`src/rtl/icache_pkg.sv`:
```
// Shared types and widths for the direct-mapped instruction cache.
package icache_pkg;

    typedef enum logic [1:0] {
        IDLE     = 2'd0,
        MEM_READ = 2'd1,
        UPDATE   = 2'd2
    } state_t;

    localparam int BLOCK_W    = 128;
    localparam int WORD_W     = 32;
    localparam int MEM_ADDR_W = 28;

    function automatic int idx_w(input int sets);
        return $clog2(sets);
    endfunction

    // Bits [3:0] address a byte within the 16-byte block; the rest splits into tag and index.
    function automatic int tag_w(input int sets, input int addr_w);
        return addr_w - 4 - $clog2(sets);
    endfunction

endpackage

```
`src/rtl/icache_controller_if.sv`:
```
// Fetch-side and instruction-memory-side signals of the instruction cache.
interface icache_controller_if #(
    parameter int ADDR_W = 32
);
    import icache_pkg::*;

    logic                  cpu_read;
    logic [ADDR_W-1:0]     cpu_address;
    logic [WORD_W-1:0]     cpu_instruction;
    logic                  cpu_busywait;
    logic                  mem_read;
    logic [MEM_ADDR_W-1:0] mem_address;
    logic [BLOCK_W-1:0]    mem_readdata;
    logic                  mem_busywait;

    // The cache itself: serves fetch requests and issues block reads.
    modport slave (
        input  cpu_read, cpu_address, mem_readdata, mem_busywait,
        output cpu_instruction, cpu_busywait, mem_read, mem_address
    );

    // The environment: fetch stage plus instruction memory.
    modport master (
        output cpu_read, cpu_address, mem_readdata, mem_busywait,
        input  cpu_instruction, cpu_busywait, mem_read, mem_address
    );

endinterface

```
`src/rtl/icache_line_array.sv`:
```
// Valid/tag/data storage: combinational read port, one synchronous write port,
// valid bits cleared asynchronously by reset.
module icache_line_array
    import icache_pkg::*;
#(
    parameter int SETS  = 8,
    parameter int TAG_W = 25,
    parameter int IDX_W = idx_w(SETS)
) (
    input  logic               clock,
    input  logic               reset,
    input  logic [IDX_W-1:0]   i_rd_index,
    output logic               o_rd_valid,
    output logic [TAG_W-1:0]   o_rd_tag,
    output logic [BLOCK_W-1:0] o_rd_block,
    input  logic               i_wr_en,
    input  logic [IDX_W-1:0]   i_wr_index,
    input  logic [TAG_W-1:0]   i_wr_tag,
    input  logic [BLOCK_W-1:0] i_wr_block
);

    logic [SETS-1:0]    r_valid;
    logic [TAG_W-1:0]   r_tag   [SETS];
    logic [BLOCK_W-1:0] r_block [SETS];

    always_ff @(posedge clock or posedge reset) begin
        if (reset) begin
            r_valid <= '0;
        end else if (i_wr_en) begin
            r_valid[i_wr_index] <= 1'b1;
        end
    end

    // Tags and data need no reset: a line is only ever read through its valid bit.
    always_ff @(posedge clock) begin
        if (i_wr_en) begin
            r_tag[i_wr_index]   <= i_wr_tag;
            r_block[i_wr_index] <= i_wr_block;
        end
    end

    assign o_rd_valid = r_valid[i_rd_index];
    assign o_rd_tag   = r_tag[i_rd_index];
    assign o_rd_block = r_block[i_rd_index];

endmodule

```
`src/rtl/icache_controller.sv`:
```
// Direct-mapped read-only instruction cache controller with one-block refill FSM.
// Optional ICACHE_PERF_CNT_EN adds saturating hit_count/miss_count outputs.
module icache_controller
    import icache_pkg::*;
#(
    parameter int SETS   = 8,
    parameter int ADDR_W = 32
) (
    input  logic                clock,
    input  logic                reset,
    icache_controller_if.slave  bus
`ifdef ICACHE_PERF_CNT_EN
    ,
    output logic [31:0]         hit_count,
    output logic [31:0]         miss_count
`endif
);

    localparam int IDX_W = idx_w(SETS);
    localparam int TAG_W = tag_w(SETS, ADDR_W);
    localparam int LA_W  = ADDR_W - 4;

    state_t             r_state;
    state_t             w_state_next;
    logic [LA_W-1:0]    r_miss_addr;
    logic               r_seen_busy;
    logic               r_mem_read;
    logic [BLOCK_W-1:0] r_fill_block;

    logic [LA_W-1:0]    w_req_line;
    logic [1:0]         w_offset;
    logic               w_valid;
    logic [TAG_W-1:0]   w_tag;
    logic [BLOCK_W-1:0] w_block;
    logic [WORD_W-1:0]  w_word;
    logic               w_hit;
    logic               w_busywait;
    logic               w_unused_bits;

    assign w_req_line    = bus.cpu_address[ADDR_W-1:4];
    assign w_offset      = bus.cpu_address[3:2];
    assign w_unused_bits = ^bus.cpu_address[1:0];

    icache_line_array #(
        .SETS  (SETS),
        .TAG_W (TAG_W),
        .IDX_W (IDX_W)
    ) u_lines (
        .clock      (clock),
        .reset      (reset),
        .i_rd_index (w_req_line[IDX_W-1:0]),
        .o_rd_valid (w_valid),
        .o_rd_tag   (w_tag),
        .o_rd_block (w_block),
        .i_wr_en    (r_state == UPDATE),
        .i_wr_index (r_miss_addr[IDX_W-1:0]),
        .i_wr_tag   (r_miss_addr[LA_W-1:IDX_W]),
        .i_wr_block (r_fill_block)
    );

    assign w_hit  = bus.cpu_read & w_valid & (w_tag == w_req_line[LA_W-1:IDX_W]);
    assign w_word = w_block[{w_offset, 5'd0} +: WORD_W];

    always_comb begin
        w_state_next = r_state;
        w_busywait   = 1'b1;
        unique case (r_state)
            IDLE: begin
                w_busywait = bus.cpu_read & ~w_hit;
                if (bus.cpu_read & ~w_hit) begin
                    w_state_next = MEM_READ;
                end
            end
            MEM_READ: begin
                // A low busywait only counts once the memory has acknowledged by going busy.
                if (r_seen_busy & ~bus.mem_busywait) begin
                    w_state_next = UPDATE;
                end
            end
            UPDATE:  w_state_next = IDLE;
            default: w_state_next = IDLE;
        endcase
    end

    always_ff @(posedge clock or posedge reset) begin
        if (reset) begin
            r_state     <= IDLE;
            r_seen_busy <= 1'b0;
            r_miss_addr <= '0;
            r_mem_read  <= 1'b0;
        end else begin
            r_state    <= w_state_next;
            r_mem_read <= (w_state_next != IDLE);
            if ((r_state == IDLE) && (w_state_next == MEM_READ)) begin
                r_miss_addr <= w_req_line;
            end
            if (r_state == MEM_READ) begin
                r_seen_busy <= (w_state_next == MEM_READ) & (r_seen_busy | bus.mem_busywait);
            end else begin
                r_seen_busy <= 1'b0;
            end
        end
    end

    always_ff @(posedge clock) begin
        if ((r_state == MEM_READ) && (w_state_next == UPDATE)) begin
            r_fill_block <= bus.mem_readdata;
        end
    end

    assign bus.cpu_instruction = w_hit ? w_word : '0;
    assign bus.cpu_busywait    = w_busywait;
    assign bus.mem_read        = r_mem_read;
    assign bus.mem_address     = MEM_ADDR_W'(r_miss_addr);

`ifdef ICACHE_PERF_CNT_EN
    logic [31:0] r_hit_count;
    logic [31:0] r_miss_count;

    always_ff @(posedge clock or posedge reset) begin
        if (reset) begin
            r_hit_count  <= '0;
            r_miss_count <= '0;
        end else begin
            if ((r_state == IDLE) && w_hit && (r_hit_count != '1)) begin
                r_hit_count <= r_hit_count + 32'd1;
            end
            if ((r_state == IDLE) && (w_state_next == MEM_READ) && (r_miss_count != '1)) begin
                r_miss_count <= r_miss_count + 32'd1;
            end
        end
    end

    assign hit_count  = r_hit_count;
    assign miss_count = r_miss_count;
`endif

endmodule

```
`src/flat_wrapper.sv`:
```
// flat-port wrapper written by rule: the top's interface ports become plain ports
module icache_controller_flat import icache_pkg::*;
#(
    parameter int SETS   = 8,
    parameter int ADDR_W = 32
)
  (clock, reset, bus_cpu_read, bus_cpu_address, bus_mem_readdata, bus_mem_busywait, bus_cpu_instruction, bus_cpu_busywait, bus_mem_read, bus_mem_address);
  icache_controller_if #(.ADDR_W(ADDR_W)) bus_i ();
  input  logic clock;
  input  logic reset;
  input wire logic [$bits(bus_i.cpu_read)-1:0] bus_cpu_read;
  input wire logic [$bits(bus_i.cpu_address)-1:0] bus_cpu_address;
  input wire logic [$bits(bus_i.mem_readdata)-1:0] bus_mem_readdata;
  input wire logic [$bits(bus_i.mem_busywait)-1:0] bus_mem_busywait;
  output wire logic [$bits(bus_i.cpu_instruction)-1:0] bus_cpu_instruction;
  output wire logic [$bits(bus_i.cpu_busywait)-1:0] bus_cpu_busywait;
  output wire logic [$bits(bus_i.mem_read)-1:0] bus_mem_read;
  output wire logic [$bits(bus_i.mem_address)-1:0] bus_mem_address;
  assign bus_i.cpu_read = bus_cpu_read;
  assign bus_i.cpu_address = bus_cpu_address;
  assign bus_i.mem_readdata = bus_mem_readdata;
  assign bus_i.mem_busywait = bus_mem_busywait;
  assign bus_cpu_instruction = bus_i.cpu_instruction;
  assign bus_cpu_busywait = bus_i.cpu_busywait;
  assign bus_mem_read = bus_i.mem_read;
  assign bus_mem_address = bus_i.mem_address;
  icache_controller #(.SETS(SETS), .ADDR_W(ADDR_W)) u_core (.clock(clock), .reset(reset), .bus(bus_i));
endmodule
```
`config.mk`:
```
export PLATFORM = sky130hd
export DESIGN_NAME = icache_controller_flat
export DESIGN_NICKNAME = d
export VERILOG_FILES = /design/src/rtl/icache_pkg.sv /design/src/rtl/icache_controller_if.sv /design/src/rtl/icache_line_array.sv /design/src/rtl/icache_controller.sv /design/src/flat_wrapper.sv
export SDC_FILE = /design/constraint.sdc
export NUM_CORES = 1
export LEC_CHECK = 0
export BUFFER_PORTS_ARGS = -buffer_cell sky130_fd_sc_hd__buf_2
export CAP_MARGIN = 20
export CORE_MARGIN = 2
export CORE_UTILIZATION = 46
export DETAILED_ROUTE_END_ITERATION = 10
export GPL_ROUTABILITY_DRIVEN = 0
export PLACE_DENSITY = 0.61
export SETUP_SLACK_MARGIN = 0.1
export SYNTH_ARGS = -nofsm -noshare
export SYNTH_HDL_FRONTEND = slang
export SYNTH_SLANG_ARGS = --single-unit
```
`constraint.sdc`:
```
create_clock -name clock -period 17.6 [get_ports clock]
set_input_delay 2.64 -clock clock [delete_from_list [all_inputs] [get_ports clock]]
set_output_delay 2.64 -clock clock [all_outputs]
set_load 0.02 [all_outputs]
```
==> out/results.md, run 1 <==
• worst relative slew slack: 0.274
• worst voltage drop across the vdd grid: 0.000100 V
• PD cells: 126 mW/mm^2
• total negative slack for setup checks: 0 ns
• kind of end point of the critical path: output pin
• antenna violations before repair: 12
• busiest layer in global routing: met2
• Least-Margin Pin Slew: 1.09 ns
• fin nets: 2552
• Routed WL: 109000 um
• internal power of the cells: 5.87 mW
• end point of the critical path: bus_cpu_busywait
• Comb pwr share: 0.062
• deepest clock path buffer count: 3
• max incr delay on CP: 0.88 ns
• max-capacitance violation count: 0
• residual DRC count: 0
• min-delay worst type: reg2reg
• overall via count from detail_route: 22.7k
• top cells by area in the synthesized netlist: edfxtp_1 78%, mux4_2 16%, dfrtp_1 1.9%
• Sw Share: 0.219
• Crit Path Category: in2out
• R2R depth: 8
• highest clock rate: 99.1 MHz
• global routing met3 resource utilization: 0.0375
• clock transition at the registers of the reported paths: 0.05 ns
• net count after synthesis: 2239
• largest area contributor in the netlist: edfxtp_1
• slowest cell on the critical path: buf_4
• CP Data Required Time: 14.96 ns
• Netlist Area Pre-Place: 0.0520 sq mm
• fraction of synthesized cell area taken by the top area cell type: 0.781
• deepest level of the CTS H-tree: 4
• post-synthesis register bit count: 1392
• number of buffers inserted by post-CTS setup repair: 0
• Seq pwr share: 0.534
• portion of the post-synthesis area used by sequential elements: 0.800
• die height: 340 um
• global-route wire length before repair: 160000 um
• total of buffers placed on input and output ports: 223
• largest fanout on the critical path: 86
• share of cells above drive strength 1: 0.351
• flop2flop setup slack: 13.25 ns
• number of slew-limit violations in the final report: 0
• maximum number of pins on one net before global-route repair: 122
• Clk Tree Root Cell: clkbuf_16
• start point of the critical path: bus_cpu_address[4]
• global routing usage on met1: 0.267
• endpoint of the lowest-slack register-to-register path: u_core.bus.mem_address[6]$_DFFE_PP0P_
• clock latency on the worst-skew pair: 0.74 ns
• Gates resized, CTS repair: 0
• post-detailed-route wirelength per cell: 27.4 um
• finished layout cell area: 0.0598 sq mm
• number of standard cells after synthesis: 2075
• via density per instance: 5.66
• overflow left after global routing: 0
• dpl cell area: 0.0550 sq mm
• Die Outline Area: 0.116 sq mm
• nature of the critical path startpoint: input port
• Detailed Route Iter0 Violations: 1865
• quantity of hold-fixing buffers added after cts: 0
• area inside the core boundary: 0.112 sq mm
• Detail Placement HPWL: 57400 um
• cell depth of the worst min-delay path: 1
• RSZ-0062 raised after global routing: no
• GRT met2 Usage: 0.306
• ANT nets after route: 0
• Diodes inserted: 0
• Psw: 1.64 mW
• synthesized area per cell: 25.1 sq um
• first drt pass iteration count: 5
• Die Span X: 340 um
• area grow syn2layout: 14.9%
• Clock Skew: 0.0219 ns
• via count of the first global-routing pass: 24.1k
• total track usage: 0.190
• warning count from the yosys run: 0
• time the worst path needs with I/O delays and setup: 10.09 ns
• library cells used by synthesis: 38
• leakage power total: 19.3 nW
• number of failing setup endpoints in the final timing report: 0
• CP Data Arrival Time: 7.45 ns
• number of rows created at floorplan: 123
• CTS Buf Count: 146
• Final Hold Viols: 0
• launch instance of the worst register-to-register path: u_core.u_lines.r_tag[7][21]$_DFFE_PP_
• number of top-level pins: 226
• clock net sink count: 1392
• period utilisation layout: 0.573
• chain of cells forming the critical path: buf_8 -> buf_4 -> mux4_2 -> mux2i_1 -> xor2_1 -> nand4_1 -> nor4_2 -> nand4_4 -> a211o_1 -> buf_2
• relative contribution of the clock network to total power: 0.404
• result of the run: finished, final reports clean
• CTS tree: yes
• initial standard-cell utilization of the core: 0.463
[kinds of logic after synthesis]
family                    Yosys count  synth area share
xor gates and xnor gates           23           0.00387
muxes                             456             0.177
DFF                              1392             0.800
buffers and inverters             100           0.00919
AOI/OAI and AO/OA                  12           0.00168
and+or+nand+nor                    92           0.00878
[state kept, by name, indices dropped and copies added (netlist names)]
name / flops
u_core.u_lines.r_block: 1024
u_core.u_lines.r_tag: 200
u_core.r_fill_block: 128
u_core.bus.mem_address: 28
u_core.u_lines.r_valid: 8
u_core.r_state: 2
u_core.bus.mem_read: 1
u_core.r_seen_busy: 1
[worst min path at each step]
stage	from	endpoint	slack, ns
floorplan	u_core.u_lines.r_valid[4]$_DFFE_PP0P_	u_core.u_lines.r_valid[4]$_DFFE_PP0P_	0.43
global placement	u_core.u_lines.r_valid[4]$_DFFE_PP0P_	u_core.u_lines.r_valid[4]$_DFFE_PP0P_	0.45
detailed placement	u_core.u_lines.r_valid[7]$_DFFE_PP0P_	u_core.u_lines.r_valid[7]$_DFFE_PP0P_	0.46
CTS	u_core.u_lines.r_valid[2]$_DFFE_PP0P_	u_core.u_lines.r_valid[2]$_DFFE_PP0P_	0.47
global route	u_core.u_lines.r_valid[7]$_DFFE_PP0P_	u_core.u_lines.r_valid[7]$_DFFE_PP0P_	0.49
finish	u_core.u_lines.r_valid[7]$_DFFE_PP0P_	u_core.u_lines.r_valid[7]$_DFFE_PP0P_	0.47
[synthesized netlist by cell type]
master        n
nand3_2       1
nor3_1        3
dfrtp_1      40
mux2i_1      61
nand4_1       2
nand4_2       1
mux2_1        9
nor4_1        2
nor2b_1       4
or3b_2        1
a211o_1       2
or2_2         8
a31o_2        1
clkbuf_1     36
nor4_2        1
a21oi_1       2
nand3_1       1
buf_4         6
buf_1        17
nor2_1       43
nand3b_1      2
edfxtp_1   1352
a22oi_1       4
nor3b_1       2
nand2_1      12
mux2_2       19
o2111ai_1     1
o211ai_1      1
and2_1        1
o21ai_0       1
and3_1        1
xor2_1       17
nand2b_1      7
inv_1         2
buf_6         5
buf_2        34
mux4_2      367
xnor2_1       6
[worst max-delay path, delay by kind of cell]
| family | cells | cell delay (ns) |
|---|---|---|
| mux | 2 | 0.88 |
| xor+xnor | 1 | 0.17 |
| buf+inv | 3 | 1.73 |
| compound gates | 1 | 0.52 |
| simple gates | 3 | 1.41 |
[power by group through the flow]
stage / Clock, mW / Sequential (mW) / Combinational (mW)
floorplan: 0 / 4.10 / 0.260
global placement: 0 / 4.06 / 0.473
detailed placement: 0 / 4.09 / 0.477
CTS: 3.11 / 4.02 / 0.479
global route: 3.24 / 4.04 / 0.498
finish: 3.03 / 4.02 / 0.466
[cell type report]
type                       count  area, sq um
clock buffer                 187         3910
tap                         1500         1880
inverter                       2         7.51
sequential                  1392        41600
clock inverter                75          848
multi-input combinational    583        10000
fill                        8449        52600
timing repair buffer         263         1520
[placed cells by master (no fill, tap or decap), types with 7 or more instances in the layout]
cell type / n
clkinv_1: 20
buf_4: 35
mux2i_1: 61
edfxtp_1: 1352
clkbuf_1: 35
nand2_1: 12
bufinv_16: 16
nand2b_1: 7
dfrtp_1: 40
or2_2: 8
clkinv_2: 21
clkbuf_16: 150
xor2_1: 17
mux4_2: 367
nor2_1: 37
mux2_1: 9
mux2_2: 19
buf_2: 219
[routing by layer]
layer  wire [um]  up-vias  share of wire
met5          36        -        0.00033
met4        2200        6          0.020
met3        6250      157          0.057
met2       53800      673           0.49
met1       47100    12300           0.43
li1            -     9535              -
[through the flow]
step	worst slack [ns]	std cells	util	power (mW)	hold slack [ns]
after floorplan	4.86	2075	-	4.36	0.434
after global placement	7.36	3738	0.489	4.54	0.446
after detailed placement	7.30	3740	0.490	4.56	0.455
after CTS	7.29	4002	0.532	7.60	0.467
after global routing	7.01	4002	0.532	7.77	0.493
final	7.51	4002	0.532	7.52	0.473
Note: power is estimated with default switching activity, not from simulation.
==> run 2, diff against run 1 <==
Clock period 17.6 ns to 9.51 ns, I/O delays scaled along.
==> run 2 against run 1 <==
  * Clock power is 68% higher
  * Critical path type unchanged
  * Sequential power is 85% higher
  * Setup slack got worse by 5.1 ns
  * Count of clock-buffer cells in the layout is 4 lower
  * Sequential share of layout area is 0.63 points higher
==> out/results.md, run 2 (synthesized netlist as in run 1, its figures left out) <==
• fin nets: 2541, -0.43%
• Crit Path Category: in2out
• Detail Placement HPWL: 56000 um, -2.4%
• Detailed Route Iter0 Violations: 2244, +20%
• Die Span X: 340 um, unchanged
• Routed WL: 109000 um, -0.68%
• highest clock rate: 140 MHz
• total of buffers placed on input and output ports: 223, unchanged
• worst voltage drop across the vdd grid: 0.000183 V, +83%
• multi-input combinational cell area: 0.0100 sq mm, +0.19%
• largest register by flop count: u_core.u_lines.r_block
• largest fanout on the critical path: 62, -28%
• via count of the first global-routing pass: 24.0k, -0.39%
• min-delay worst type: reg2reg
• clock net sink count: 1392, unchanged
• max-capacitance violation count: 0, unchanged
• Final Hold Viols: 0, unchanged
• most frequent cells in the layout: 1352 x edfxtp_1, 367 x mux4_2, 219 x buf_2
• global-route wire length before repair: 160000 um, +0.18%
• family with the most delay on the worst path: buffers and inverters
• residual DRC count: 0, unchanged
• final-layout fill cell count: 8541, +1.1%
• worst relative slew slack: 0.263, -0.0111
• chain of cells forming the critical path: buf_6 -> buf_4 -> mux4_2 -> o211ai_1 -> a211o_1 -> nor4_1 -> nand4_4 -> a211o_1 -> buf_2
• number of buffers inserted by post-CTS setup repair: 0, unchanged
• deepest level of the CTS H-tree: 4, unchanged
• nature of the critical path startpoint: input port
• period utilisation layout: 0.751
• Die Outline Area: 0.116 sq mm, unchanged
• Gates resized, CTS repair: 0, unchanged
• number of rows created at floorplan: 123, unchanged
• max incr delay on CP: 0.85 ns, -0.03 ns
• overflow left after global routing: 0, unchanged
• cell depth of the worst min-delay path: 1, unchanged
• die height: 340 um, unchanged
• via density per instance: 5.63, -0.45%
• share of cells above drive strength 1: 0.339, -0.0121
• PD cells: 226 mW/mm^2, +80%
• first drt pass iteration count: 5, unchanged
• clock latency on the worst-skew pair: 0.75 ns, about the same
• Least-Margin Pin Slew: 1.11 ns, +0.0166 ns
• biggest regs: u_core.u_lines.r_block (1024), u_core.u_lines.r_tag (200), u_core.r_fill_block (128)
• antenna violations before repair: 15, +3
• Sequential Area: 0.0416 sq mm, unchanged
• Clock Skew: 0.0227 ns, +0.000790 ns
• maximum number of pins on one net before global-route repair: 129, +5.7%
• result of the run: finished, final reports clean
• total number of cells along the worst setup path: 9, -1
• dpl cell area: 0.0550 sq mm, about the same
• kind of end point of the critical path: output pin
• initial standard-cell utilization of the core: 0.463, unchanged
• number of flip-flops in the largest register: 1024, unchanged
• post-layout worst setup margin: 2.37 ns, -5.14 ns
• clock transition at the registers of the reported paths: 0.06 ns, about the same
• number of failing setup endpoints in the final timing report: 0, unchanged
• number of top-level pins: 226, unchanged
• RSZ-0062 raised after global routing: no
• overall via count from detail_route: 22.4k, -1.0%
• time the worst path needs with I/O delays and setup: 7.14 ns
• area grow syn2layout: 13.9%
• ANT nets after route: 0, unchanged
• slowest cell on the critical path: nand4_4
• total instance count after detailed placement: 3732, -0.21%
• Finished Core Util: 0.527, -0.00479
• critical path's most frequent cell: a211o_1
• area inside the core boundary: 0.112 sq mm, unchanged
• Clk Tree Root Cell: clkbuf_16
• number of slew-limit violations in the final report: 0, unchanged
• leakage power total: 19.0 nW, -1.5%
• deepest clock path buffer count: 3, unchanged
• most common cell after layout, fill and taps aside: edfxtp_1
• total negative slack for setup checks: 0 ns, unchanged
• filler-free cell count of the finished design: 3980, -0.55%
• CP Data Arrival Time: 5.71 ns, -1.74 ns
• total track usage: 0.190, +0.000246
• Post-Place Worst Slack: 2.24 ns, -5.06 ns
• buffers plus inverters on the worst setup path: 3, unchanged
• CTS Buf Count: 142, -2.7%
• post-detailed-route wirelength per cell: 27.3 um, -0.13%
• quantity of hold-fixing buffers added after cts: 0, unchanged
• finished layout cell area: 0.0592 sq mm, -0.90%
• R2R depth: 8, unchanged
• CP Data Required Time: 8.08 ns, -6.88 ns
• CTS tree: yes
## run 2: changes by cell type in the layout (fill, tap and decap cells not counted), sizes merged
cell      change
buf           -7
bufinv       -13
clkinvlp      -2
inv           +2
clkinv        +1
diode         +1
clkbuf        -4
## run 2: cell type report
class	count	area share
sequential	1392	0.702
multi-input combinational	583	0.169
clock buffer	183	0.0633
tap	1500	0.0317
timing repair buffer	256	0.0255
clock inverter	63	0.00775
inverter	2	0.000127
antenna	1	0.0000422
## run 2: path summary, 6_finish.rpt
check                                                      start                                endpoint  slack, ns
setup / recovery                              bus_cpu_address[6]                        bus_cpu_busywait       2.37
hold / removal             u_core.u_lines.r_valid[4]$_DFFE_PP0P_   u_core.u_lines.r_valid[4]$_DFFE_PP0P_       0.47
setup reg to reg            u_core.u_lines.r_tag[3][8]$_DFFE_PP_  u_core.bus.mem_address[12]$_DFFE_PP0P_       5.09
hold reg to reg            u_core.u_lines.r_valid[4]$_DFFE_PP0P_   u_core.u_lines.r_valid[4]$_DFFE_PP0P_       0.47
max in group asynchronous                                  reset  u_core.bus.mem_address[11]$_DFFE_PP0P_       8.25
min in group asynchronous                                  reset           u_core.bus.mem_read$_DFF_PP0_       0.84
## run 2: report_power, final
part           total [mW]  switching, mW  leakage (nW)  internal [mW]
registers            7.43          0.273          12.7           7.16
clock network        5.08           2.21          2.04           2.87
logic               0.864          0.504          4.30          0.360
## run 2: metal layers
metal  GRT usage  up-vias  part of all wire
li1            -     9503                 -
met2       0.311      662              0.50
met3      0.0336      162             0.053
met5           0        -          0.000074
met1       0.266    12100              0.43
met4      0.0538        2             0.021
## run 2: worst reg2reg max path: stages (launching register included)
cell and delay (ns):
edfxtp_1 0.37, mux4_2 0.47, mux2i_1 0.19, xor2_1 0.18
nand2_1 0.13, nor4_1 0.65, nand4_4 0.85, nand3_2 1.02
mux2_2 0.44
## run 2: metrics by stage
stage	hold slack (ns)	total power, mW
3_5_place_dp	0.453	8.45
2_1_floorplan	0.434	8.05
3_3_place_gp	0.446	8.40
6_report	0.469	13.4
4_1_cts	0.466	13.5
5_1_grt	0.481	13.8
